$ cat src/rtl/halt_ctrl_pkg.sv
// Shared types for the run/halt controller: FSM states, halt causes and
// the breakpoint-index width helper.
package halt_pkg;

  typedef enum logic [1:0] {
    IDLE   = 2'd0,
    RUN    = 2'd1,
    BREAK  = 2'd2,
    HALTED = 2'd3
  } halt_state_e;

  typedef enum logic [1:0] {
    CAUSE_NONE    = 2'd0,
    CAUSE_END     = 2'd1,
    CAUSE_BP      = 2'd2,
    CAUSE_TIMEOUT = 2'd3
  } halt_cause_e;

  // A single channel still needs a 1-bit index.
  function automatic int idx_width(input int n);
    return (n > 1) ? $clog2(n) : 1;
  endfunction

endpackage

$ cat src/rtl/halt_ctrl_if.sv
// Control/status bundle between the core (master) and halt_ctrl (slave).
interface halt_ctrl_if
  import halt_pkg::*;
#(
  parameter int PC_W   = 8,
  parameter int NUM_BP = 4,
  parameter int CYC_W  = 16
);
  localparam int IDX_W = idx_width(NUM_BP);

  logic                   start;
  logic [PC_W-1:0]        pc_end;
  logic [CYC_W-1:0]       max_cycles;
  logic [PC_W-1:0]        pc_curr;
  logic                   pc_valid;
  logic [NUM_BP*PC_W-1:0] bp_addr;
  logic [NUM_BP-1:0]      bp_en;
  logic                   resume;
  logic                   halt;
  logic                   running;
  logic [1:0]             halt_cause;
  logic [IDX_W-1:0]       bp_idx;
  logic [CYC_W-1:0]       cycle_count;
  logic                   done;

  modport master (
    output start, pc_end, max_cycles, pc_curr, pc_valid, bp_addr, bp_en, resume,
    input  halt, running, halt_cause, bp_idx, cycle_count, done
  );

  modport slave (
    input  start, pc_end, max_cycles, pc_curr, pc_valid, bp_addr, bp_en, resume,
    output halt, running, halt_cause, bp_idx, cycle_count, done
  );

endinterface

$ cat src/rtl/halt_ctrl_bp_match.sv
// Breakpoint comparator bank with a lowest-index-wins priority encoder.
module bp_match
  import halt_pkg::*;
#(
  parameter int  PC_W   = 8,
  parameter int  NUM_BP = 4,
  localparam int IDX_W  = idx_width(NUM_BP)
) (
  input  logic [PC_W-1:0]        pc,
  input  logic [NUM_BP*PC_W-1:0] bp_addr,
  input  logic [NUM_BP-1:0]      bp_en,
  output logic                   any_hit,
  output logic [IDX_W-1:0]       hit_idx
);

  logic [NUM_BP-1:0] hit;

  generate
    for (genvar gi = 0; gi < NUM_BP; gi++) begin : g_cmp
      assign hit[gi] = bp_en[gi] && (pc == bp_addr[gi*PC_W +: PC_W]);
    end
  endgenerate

  assign any_hit = |hit;

  // Scan downwards so the lowest matching channel is the last to write.
  always_comb begin
    hit_idx = '0;
    for (int i = NUM_BP - 1; i >= 0; i--) begin
      if (hit[i]) hit_idx = IDX_W'(i);
    end
  end

endmodule

$ cat src/rtl/halt_ctrl.sv
// Run/halt controller: arms on start, stops on end PC, breakpoint or cycle
// budget; breakpoint stops resume, end/timeout stops wait for a new start.
module halt_ctrl
  import halt_pkg::*;
#(
  parameter int PC_W   = 8,
  parameter int NUM_BP = 4,
  parameter int CYC_W  = 16
) (
  input logic        clk,
  input logic        rst_n,
  halt_ctrl_if.slave bus
);

  localparam int IDX_W = idx_width(NUM_BP);

  halt_state_e      state_reg, state_next;
  halt_cause_e      cause_reg, cause_next;
  logic [PC_W-1:0]  end_q;
  logic [CYC_W-1:0] budget_q;
  logic [CYC_W-1:0] cycle_count_reg;
  logic [IDX_W-1:0] bp_idx_reg;
  logic             skip_reg;
  logic             done_reg;

  logic             bp_any;
  logic [IDX_W-1:0] bp_hit_idx;
  logic             end_hit, bp_hit, timeout, arm;

  bp_match #(
    .PC_W   (PC_W),
    .NUM_BP (NUM_BP)
  ) u_bp_match (
    .pc      (bus.pc_curr),
    .bp_addr (bus.bp_addr),
    .bp_en   (bus.bp_en & {NUM_BP{~skip_reg}}),
    .any_hit (bp_any),
    .hit_idx (bp_hit_idx)
  );

  assign end_hit = bus.pc_valid && (bus.pc_curr == end_q);
  assign bp_hit  = bus.pc_valid && bp_any;
  // Widened compare so an all-ones count cannot wrap into a false match.
  assign timeout = (budget_q != '0) &&
                   ((CYC_W+1)'(cycle_count_reg) + (CYC_W+1)'(1) == (CYC_W+1)'(budget_q));
  assign arm     = bus.start && (state_reg == IDLE || state_reg == HALTED);

  always_ff @(posedge clk or negedge rst_n) begin
    if (!rst_n) state_reg <= IDLE;
    else        state_reg <= state_next;
  end

  always_comb begin
    state_next = state_reg;
    cause_next = cause_reg;
    case (state_reg)
      IDLE, HALTED: begin
        if (bus.start) begin
          state_next = RUN;
          cause_next = CAUSE_NONE;
        end
      end
      RUN: begin
        if (end_hit) begin
          state_next = HALTED;
          cause_next = CAUSE_END;
        end else if (bp_hit) begin
          state_next = BREAK;
          cause_next = CAUSE_BP;
        end else if (timeout) begin
          state_next = HALTED;
          cause_next = CAUSE_TIMEOUT;
        end
      end
      BREAK: begin
        if (bus.resume) begin
          state_next = RUN;
          cause_next = CAUSE_NONE;
        end
      end
      default: state_next = IDLE;
    endcase
  end

  always_ff @(posedge clk or negedge rst_n) begin
    if (!rst_n) begin
      cause_reg       <= CAUSE_NONE;
      end_q           <= '0;
      budget_q        <= '0;
      cycle_count_reg <= '0;
      bp_idx_reg      <= '0;
      skip_reg        <= 1'b0;
      done_reg        <= 1'b0;
    end else begin
      cause_reg <= cause_next;
      done_reg  <= (state_next == HALTED) && (state_reg != HALTED);
      if (arm) begin
        end_q           <= bus.pc_end;
        budget_q        <= bus.max_cycles;
        cycle_count_reg <= '0;
        skip_reg        <= 1'b0;
      end else if (state_reg == RUN) begin
        if (cycle_count_reg != '1) cycle_count_reg <= cycle_count_reg + 1'b1;
        if (bus.pc_valid) skip_reg <= 1'b0;
        if (!end_hit && bp_hit) bp_idx_reg <= bp_hit_idx;
      end else if (state_reg == BREAK && bus.resume) begin
        skip_reg <= 1'b1;
      end
    end
  end

  always_comb begin
    bus.halt        = (state_reg != RUN);
    bus.running     = (state_reg == RUN);
    bus.halt_cause  = cause_reg;
    bus.bp_idx      = bp_idx_reg;
    bus.cycle_count = cycle_count_reg;
    bus.done        = done_reg;
  end

endmodule

$ cat src/flat_wrapper.sv
// flat-port wrapper written by rule: the top's interface ports become plain ports
module halt_ctrl_flat import halt_pkg::*;
#(
  parameter int PC_W   = 8,
  parameter int NUM_BP = 4,
  parameter int CYC_W  = 16
)
  (clk, rst_n, bus_start, bus_pc_end, bus_max_cycles, bus_pc_curr, bus_pc_valid, bus_bp_addr, bus_bp_en, bus_resume, bus_halt, bus_running, bus_halt_cause, bus_bp_idx, bus_cycle_count, bus_done);
  halt_ctrl_if #(.PC_W(PC_W), .NUM_BP(NUM_BP), .CYC_W(CYC_W)) bus_i ();
  input logic clk;
  input logic rst_n;
  input wire logic [$bits(bus_i.start)-1:0] bus_start;
  input wire logic [$bits(bus_i.pc_end)-1:0] bus_pc_end;
  input wire logic [$bits(bus_i.max_cycles)-1:0] bus_max_cycles;
  input wire logic [$bits(bus_i.pc_curr)-1:0] bus_pc_curr;
  input wire logic [$bits(bus_i.pc_valid)-1:0] bus_pc_valid;
  input wire logic [$bits(bus_i.bp_addr)-1:0] bus_bp_addr;
  input wire logic [$bits(bus_i.bp_en)-1:0] bus_bp_en;
  input wire logic [$bits(bus_i.resume)-1:0] bus_resume;
  output wire logic [$bits(bus_i.halt)-1:0] bus_halt;
  output wire logic [$bits(bus_i.running)-1:0] bus_running;
  output wire logic [$bits(bus_i.halt_cause)-1:0] bus_halt_cause;
  output wire logic [$bits(bus_i.bp_idx)-1:0] bus_bp_idx;
  output wire logic [$bits(bus_i.cycle_count)-1:0] bus_cycle_count;
  output wire logic [$bits(bus_i.done)-1:0] bus_done;
  assign bus_i.start = bus_start;
  assign bus_i.pc_end = bus_pc_end;
  assign bus_i.max_cycles = bus_max_cycles;
  assign bus_i.pc_curr = bus_pc_curr;
  assign bus_i.pc_valid = bus_pc_valid;
  assign bus_i.bp_addr = bus_bp_addr;
  assign bus_i.bp_en = bus_bp_en;
  assign bus_i.resume = bus_resume;
  assign bus_halt = bus_i.halt;
  assign bus_running = bus_i.running;
  assign bus_halt_cause = bus_i.halt_cause;
  assign bus_bp_idx = bus_i.bp_idx;
  assign bus_cycle_count = bus_i.cycle_count;
  assign bus_done = bus_i.done;
  halt_ctrl #(.PC_W(PC_W), .NUM_BP(NUM_BP), .CYC_W(CYC_W)) u_core (.clk(clk), .rst_n(rst_n), .bus(bus_i));
endmodule
$ cat config.mk
export PLATFORM = sky130hd
export DESIGN_NAME = halt_ctrl_flat
export DESIGN_NICKNAME = d
export VERILOG_FILES = /design/src/rtl/halt_ctrl_pkg.sv /design/src/rtl/halt_ctrl_if.sv /design/src/rtl/halt_ctrl_bp_match.sv /design/src/rtl/halt_ctrl.sv /design/src/flat_wrapper.sv
export SDC_FILE = /design/constraint.sdc
export NUM_CORES = 1
export LEC_CHECK = 0
export BUFFER_PORTS_ARGS = -buffer_cell sky130_fd_sc_hd__clkbuf_2
export CORE_MARGIN = 3
export CORE_UTILIZATION = 40
export DETAILED_ROUTE_END_ITERATION = 8
export PLACE_DENSITY = 0.72
export SLEW_MARGIN = 0
export SYNTH_ARGS = -nofsm -noshare
export SYNTH_HDL_FRONTEND = slang
export SYNTH_SLANG_ARGS = --single-unit
$ cat constraint.sdc
create_clock -name clk -period 3.1 [get_ports clk]
set_input_delay 0.465 -clock clk [delete_from_list [all_inputs] [get_ports clk]]
set_output_delay 0.465 -clock clk [all_outputs]
set_load 0.005 [all_outputs]
Word-level counts from Yosys, hierarchy flattened --
Cells that the tools add are included.
Operators by class: muxes and demuxes 23, reduce and logical (&&, ||, !) cells 24, bitwise operators 3, equality and inequality tests 17, $add $sub $neg 2
Operators with widths (count):
- 2-to-1 mux 16 bit | 3
- equality test 8 bit | 5
- 2-to-1 mux 2 bit | 14
- adder 16 x 1 -> 17 bit, second input constant | 1
- equality test 17 x 16 -> 1 bit | 1
- adder 16 x 1 -> 16 bit, second input constant | 1
- != test 16 bit, second input constant | 1
- nonzero test 16 bit | 1
- case mux 2 bit (3 select lines) | 2
- logical AND 1 bit | 11
- equality test 2 bit, second input constant | 3
- != test 2 bit, second input constant | 3
- AND reduction 3 bit | 2
- AND 4 bit | 1
- 2-to-1 mux 1 bit | 4
- != test 4 x 1 -> 1 bit, second input constant | 1
- AND reduction 2 bit | 2
- nonzero test 2 bit | 2
- OR reduction 4 bit | 1
- != test 3 x 2 -> 1 bit, second input constant | 1
- nonzero test 3 bit | 1
- equality test 2 x 1 -> 1 bit, second input constant | 1
- zero test 2 bit | 1
- != test 2 x 1 -> 1 bit, second input constant | 1
- 4 further kinds | 5
Storage, ports and cells: register bits after elaboration 48, output and inout port bits 23

Logic depth before layout (Yosys ltp) --
word-level depth 10, depth in mapped cells 9, gate-level depth less buffers 9

By module --
A second synthesis with hierarchy kept.
Second synthesis, totals: cells, all modules 408, area, all modules 3467.1 um2
Modules (own cells, without submodules):
- halt_ctrl | seq. area each 1201.2 um2, area each 2961.6 um2, instances 1, cells an instance 345
- bp_match | seq. area each 0.0 um2, area each 505.5 um2, instances 1, cells an instance 63

Worst setup path after synthesis --
OpenSTA, ideal clock, no wires.
path kind in2reg, start in bus_pc_curr[7], end reg u_core.bp_idx_reg[0] (netlist: u_core.bus.bp_idx[0]), setup time 0.125 ns, path slack 0.692 ns, arrival 2.283 ns, data required time 2.975 ns, stages on the path 8, cell sequence buf_2 -> xor2_1 -> nor4_1 -> nand4_1 -> nor4b_1 -> o41a_2 -> and3_1 -> mux2_2
On the way: cells in the longest elaborated chain, start to end 6, elaborated cells between the ends (all ways) 19
Ends and longest elaborated chain:
- from (decl) | line flat_wrapper.sv:15 | input wire logic [$bits(bus_i.pc_curr)-1:0] bus_pc_curr;
- equality test 8 bit | line halt_ctrl_bp_match.sv:20 | assign hit[gi] = bp_en[gi] && (pc == bp_addr[gi*PC_W +: PC_W]);
- logical AND 1 bit | line halt_ctrl_bp_match.sv:20
- 2-to-1 mux 2 bit or OR reduction 4 bit (tied branches) | line halt_ctrl_bp_match.sv:30, halt_ctrl_bp_match.sv:24
- 2-to-1 mux 2 bit or logical AND 1 bit (tied branches) | line halt_ctrl_bp_match.sv:30, halt_ctrl.sv:42
- 2-to-1 mux 2 bit or logical AND 1 bit (tied branches) | line halt_ctrl_bp_match.sv:30, halt_ctrl.sv:105
- 2-to-1 mux 2 bit or AND reduction 3 bit (tied branches)
- to (signal assigned) | line halt_ctrl.sv:105 | if (!end_hit && bp_hit) bp_idx_reg <= bp_hit_idx;
- to (decl) | line halt_ctrl.sv:22 | logic [IDX_W-1:0] bp_idx_reg;
Several ways; a longest one is shown, not always the timed one. A chain may end at the register's enable or synchronous reset.

Worst setup path after layout --
start reg u_core.cycle_count_reg[0] (netlist: u_core.bus.cycle_count[0]), end reg u_core.done_reg (netlist: u_core.bus.done)
On the way: cells in the longest elaborated chain, start to end 9
Ends and longest elaborated chain:
- from (decl) | line halt_ctrl.sv:21 | logic [CYC_W-1:0] cycle_count_reg;
- from (signal assigned) | line halt_ctrl.sv:103 | if (cycle_count_reg != '1) cycle_count_reg <= cycle_count_reg + 1'b1;
- adder 16 x 1 -> 17 bit | line halt_ctrl.sv:45 | ((CYC_W+1)'(cycle_count_reg) + (CYC_W+1)'(1) == (CYC_W+1)'(budget_q));
- equality test 17 x 16 -> 1 bit | line halt_ctrl.sv:45
- logical AND 1 bit | line halt_ctrl.sv:44 | assign timeout = (budget_q != '0) &&
- 2-to-1 mux 2 bit | line halt_ctrl.sv:70 | end else if (timeout) begin
- 2-to-1 mux 2 bit | line halt_ctrl.sv:67 | end else if (bp_hit) begin
- 2-to-1 mux 2 bit | line halt_ctrl.sv:64 | if (end_hit) begin
- case mux 2 bit (3 select lines) | line halt_ctrl.sv:56 | case (state_reg)
- equality test 2 bit | line halt_ctrl.sv:96 | done_reg <= (state_next == HALTED) && (state_reg != HALTED);
- logical AND 1 bit | line halt_ctrl.sv:96
- to (signal assigned) | line halt_ctrl.sv:96
- to (decl) | line halt_ctrl.sv:24 | logic done_reg;
No other way between the ends.

==> impl_metrics.yaml <==
run_status:
  outcome: "finished clean"
route:
  vias: 2981
  wl_met2_um: 4172
  drc: 0
  drtIter0Drc: 136
  route.met3.wl_um: 355
  ant_nets: 0
  wl_um: 8603
  met1_length_um: 3937
  vias_per_cell: 5.221
  firstDrtPassIters: 4
  top_layer: "met4"
  wire_per_inst_um: 15.07
setup_path:
  critPathArrivalTime_ns: 2.99
  r2r_start: "u_core.bus.cycle_count[0]"
  reg2reg_slack_ns: 0.32
  crit_path_cell_trace: "ha_1 -> nand3_1 -> nor3_2 -> xor2_1 -> a2111oi_0 -> nand4_1 -> nor2_2 -> o311ai_1 -> a211oi_2"
  crit_type: "reg2reg"
  crit_path_max_fanout: 6
  startpoint_type: "register"
  cp-end-kind: "register"
  crit_required_ns: 3.31
  timing.rr.end: "u_core.bus.done"
  cpMaxStageDelayCell: "dfrtp_1"
  worst_path_largest_cell_delay_ns: 0.49
  rr_worst_depth: 9
clocking:
  cts_resized: 0
  cts-root-buf: "clkbuf_8"
  cts_made_buffers: 5
  clkSinkCount: 48
  clockBufferDepth: 2
  htreeDepth: 2
  clkTransAtPathRegs_ns: 0.09
  postCtsSetupBuffers: 0
  clock_latency_ns: 0.30
  cts_tree: "done"
  cts_hold_buf: 0
finish:
  area_delta_synth_final_pct: 17.94
  antennaDiodeCount: 0
  nNetsFinal: 546
  fin_area_um2: 3875
  drive_above_1_share: 0.2473
placement:
  place_hpwl_um: 6793
  post-place-ws_ns: 0.2334
  place_congestion: 0.8805
  port-buffer-count: 95
  place_area_um2: 3774
floorplanning:
  num_io_pins: 96
  die_w_um: 96.63
  core_area_um2: 7848
  rows: 32
  die_h_um: 96.63
  start_util: 0.4187
  die_area_um2: 9337
global_route:
  grt_pass1_wl_um: 14870
  grt-ovfl-total: 0
  first_global_vias: 3099
  grt_start_max_net_pins: 26
  antenna_found_initial: 0
  grt.total_usage: 0.1901
timing:
  final.setup_skew_ns: 0.01033
  max-slew-margin-rel: 0.2746
  period_needed_ns: 2.780
  hold_viol_final: 0
  setup_viol_count_final: 0
  setup_ws_ns: 0.3198
  fin_crit_sh: 0.8968
  finalMaxSlewViolations: 0
  holdWs_ns: 0.1716
  worst_pin_slew_ns: 1.084
  fmax_ghz: 0.3597
yosys:
  synth_cells: 390
  synth.avg_cell_area_um2: 8.425
  yosysWarningCount: 0
  netlist_top_cells_area: "dfrtp_1 37%, nand2_1 11%, xnor2_1 9.9%"
  synth_top_area_cell: "dfrtp_1"
  ys_seq_area_frac: 0.3656
  syn_area_um2: 3286
  synth_seq_cells: 48
  synth_nets: 467
  yosys.cell_types.count: 48
  yosys.area.top_type_share: 0.3656
flow_run:
  drv_cap: 0
pwr:
  ir_drop_uv: 260.5
  cellPowerDensity_nw_per_um2: 629.2
  p_leak_nw: 1.847
min_path:
  hold_class: "in2async"
## through the flow
step	power, mW	std cells	TNS, ns	util
final	2.438	571	0	0.4938
after global placement	2.024	564	0	0.4809
after floorplan	1.735	390	0	-
after global routing	2.661	571	-0.001391	0.4938
after CTS	2.464	571	0	0.4931
after detailed placement	2.052	564	0	0.4809
## where the power goes
part | total, mW | switching [mW] | leakage [nW] | internal (mW)
clock network | 0.401 | 0.202 | 0.0503 | 0.199
logic | 1.00 | 0.559 | 1.17 | 0.443
registers | 1.04 | 0.221 | 0.626 | 0.815
## cell usage after synthesis, drive strengths merged
cell	instances
a2111oi	3
a211oi	4
a21oi	5
a311oi	2
a31oi	1
a32oi	1
a41oi	1
and2	2
and3	7
and4	4
buf	16
clkbuf	10
dfrtp	48
ha	4
inv	8
mux2	2
mux2i	1
nand2	92
nand3	16
nand4	12
nor2	33
nor2b	1
nor3	11
nor3b	1
nor4	10
nor4b	4
o2111ai	2
o21a	1
o21ai	6
o311a	1
o311ai	2
o31a	1
o31ai	2
o41a	1
o41ai	1
or3	1
xnor2	37
xor2	36
## cell type report
class                      count  area (um2)
inverter                       8       30.03
sequential                    48        1201
clock buffer                   7       96.34
timing repair buffer          98       510.5
tap                          102       127.6
multi-input combinational    308        1909
fill                         832        3973
## worst max path at each step
stage	start	end	slack [ns]	cells past startpoint
floorplan	bus_pc_curr[7]	u_core.bus.bp_idx[0]	0.69	8
global placement	u_core.bus.cycle_count[0]	u_core.bus.done	0.52	9
detailed placement	u_core.bus.cycle_count[0]	u_core.bus.done	0.23	9
CTS	u_core.bus.cycle_count[0]	u_core.bus.done	0.19	9
global route	u_core.bus.cycle_count[0]	u_core.bus.done	-0.001	9
finish	u_core.bus.cycle_count[0]	u_core.bus.done	0.32	9
## critical path: cells and delay by family, from the launching register on
kind	cells	cell delay, ns
AOI/OAI and AO/OA	3	0.90
and+or+nand+nor	4	0.89
DFF	1	0.49
adders and majority gates	1	0.26
xor gates and xnor gates	1	0.14
## cells by family after synthesis
group | synth area share
and+or+nand+nor | 0.2803
xor gates and xnor gates | 0.1946
muxes | 0.009901
adders and majority gates | 0.01523
AOI/OAI and AO/OA | 0.07959
DFF | 0.3656
buffers and inverters | 0.05484
## metal layers
layer	track usage	up-vias
met4	0.05940	0
met2	0.3079	73
met1	0.2567	1409
li1	-	1485
met5	0	-
met3	0.03677	14
## cell usage in the layout (no fill, tap or decap), drive strengths merged, types with 3 or more instances in the layout
cell type	count
nand4	12
nor3	11
buf	3
xor2	36
dfrtp	48
nand2	92
nor4b	4
xnor2	37
and4	4
ha	4
a211oi	4
nor4	10
nor2	33
and3	7
nand3	16
clkbuf	102
a21oi	5
inv	8
o21ai	6
a2111oi	3
Power figures use the tool's default switching activity.
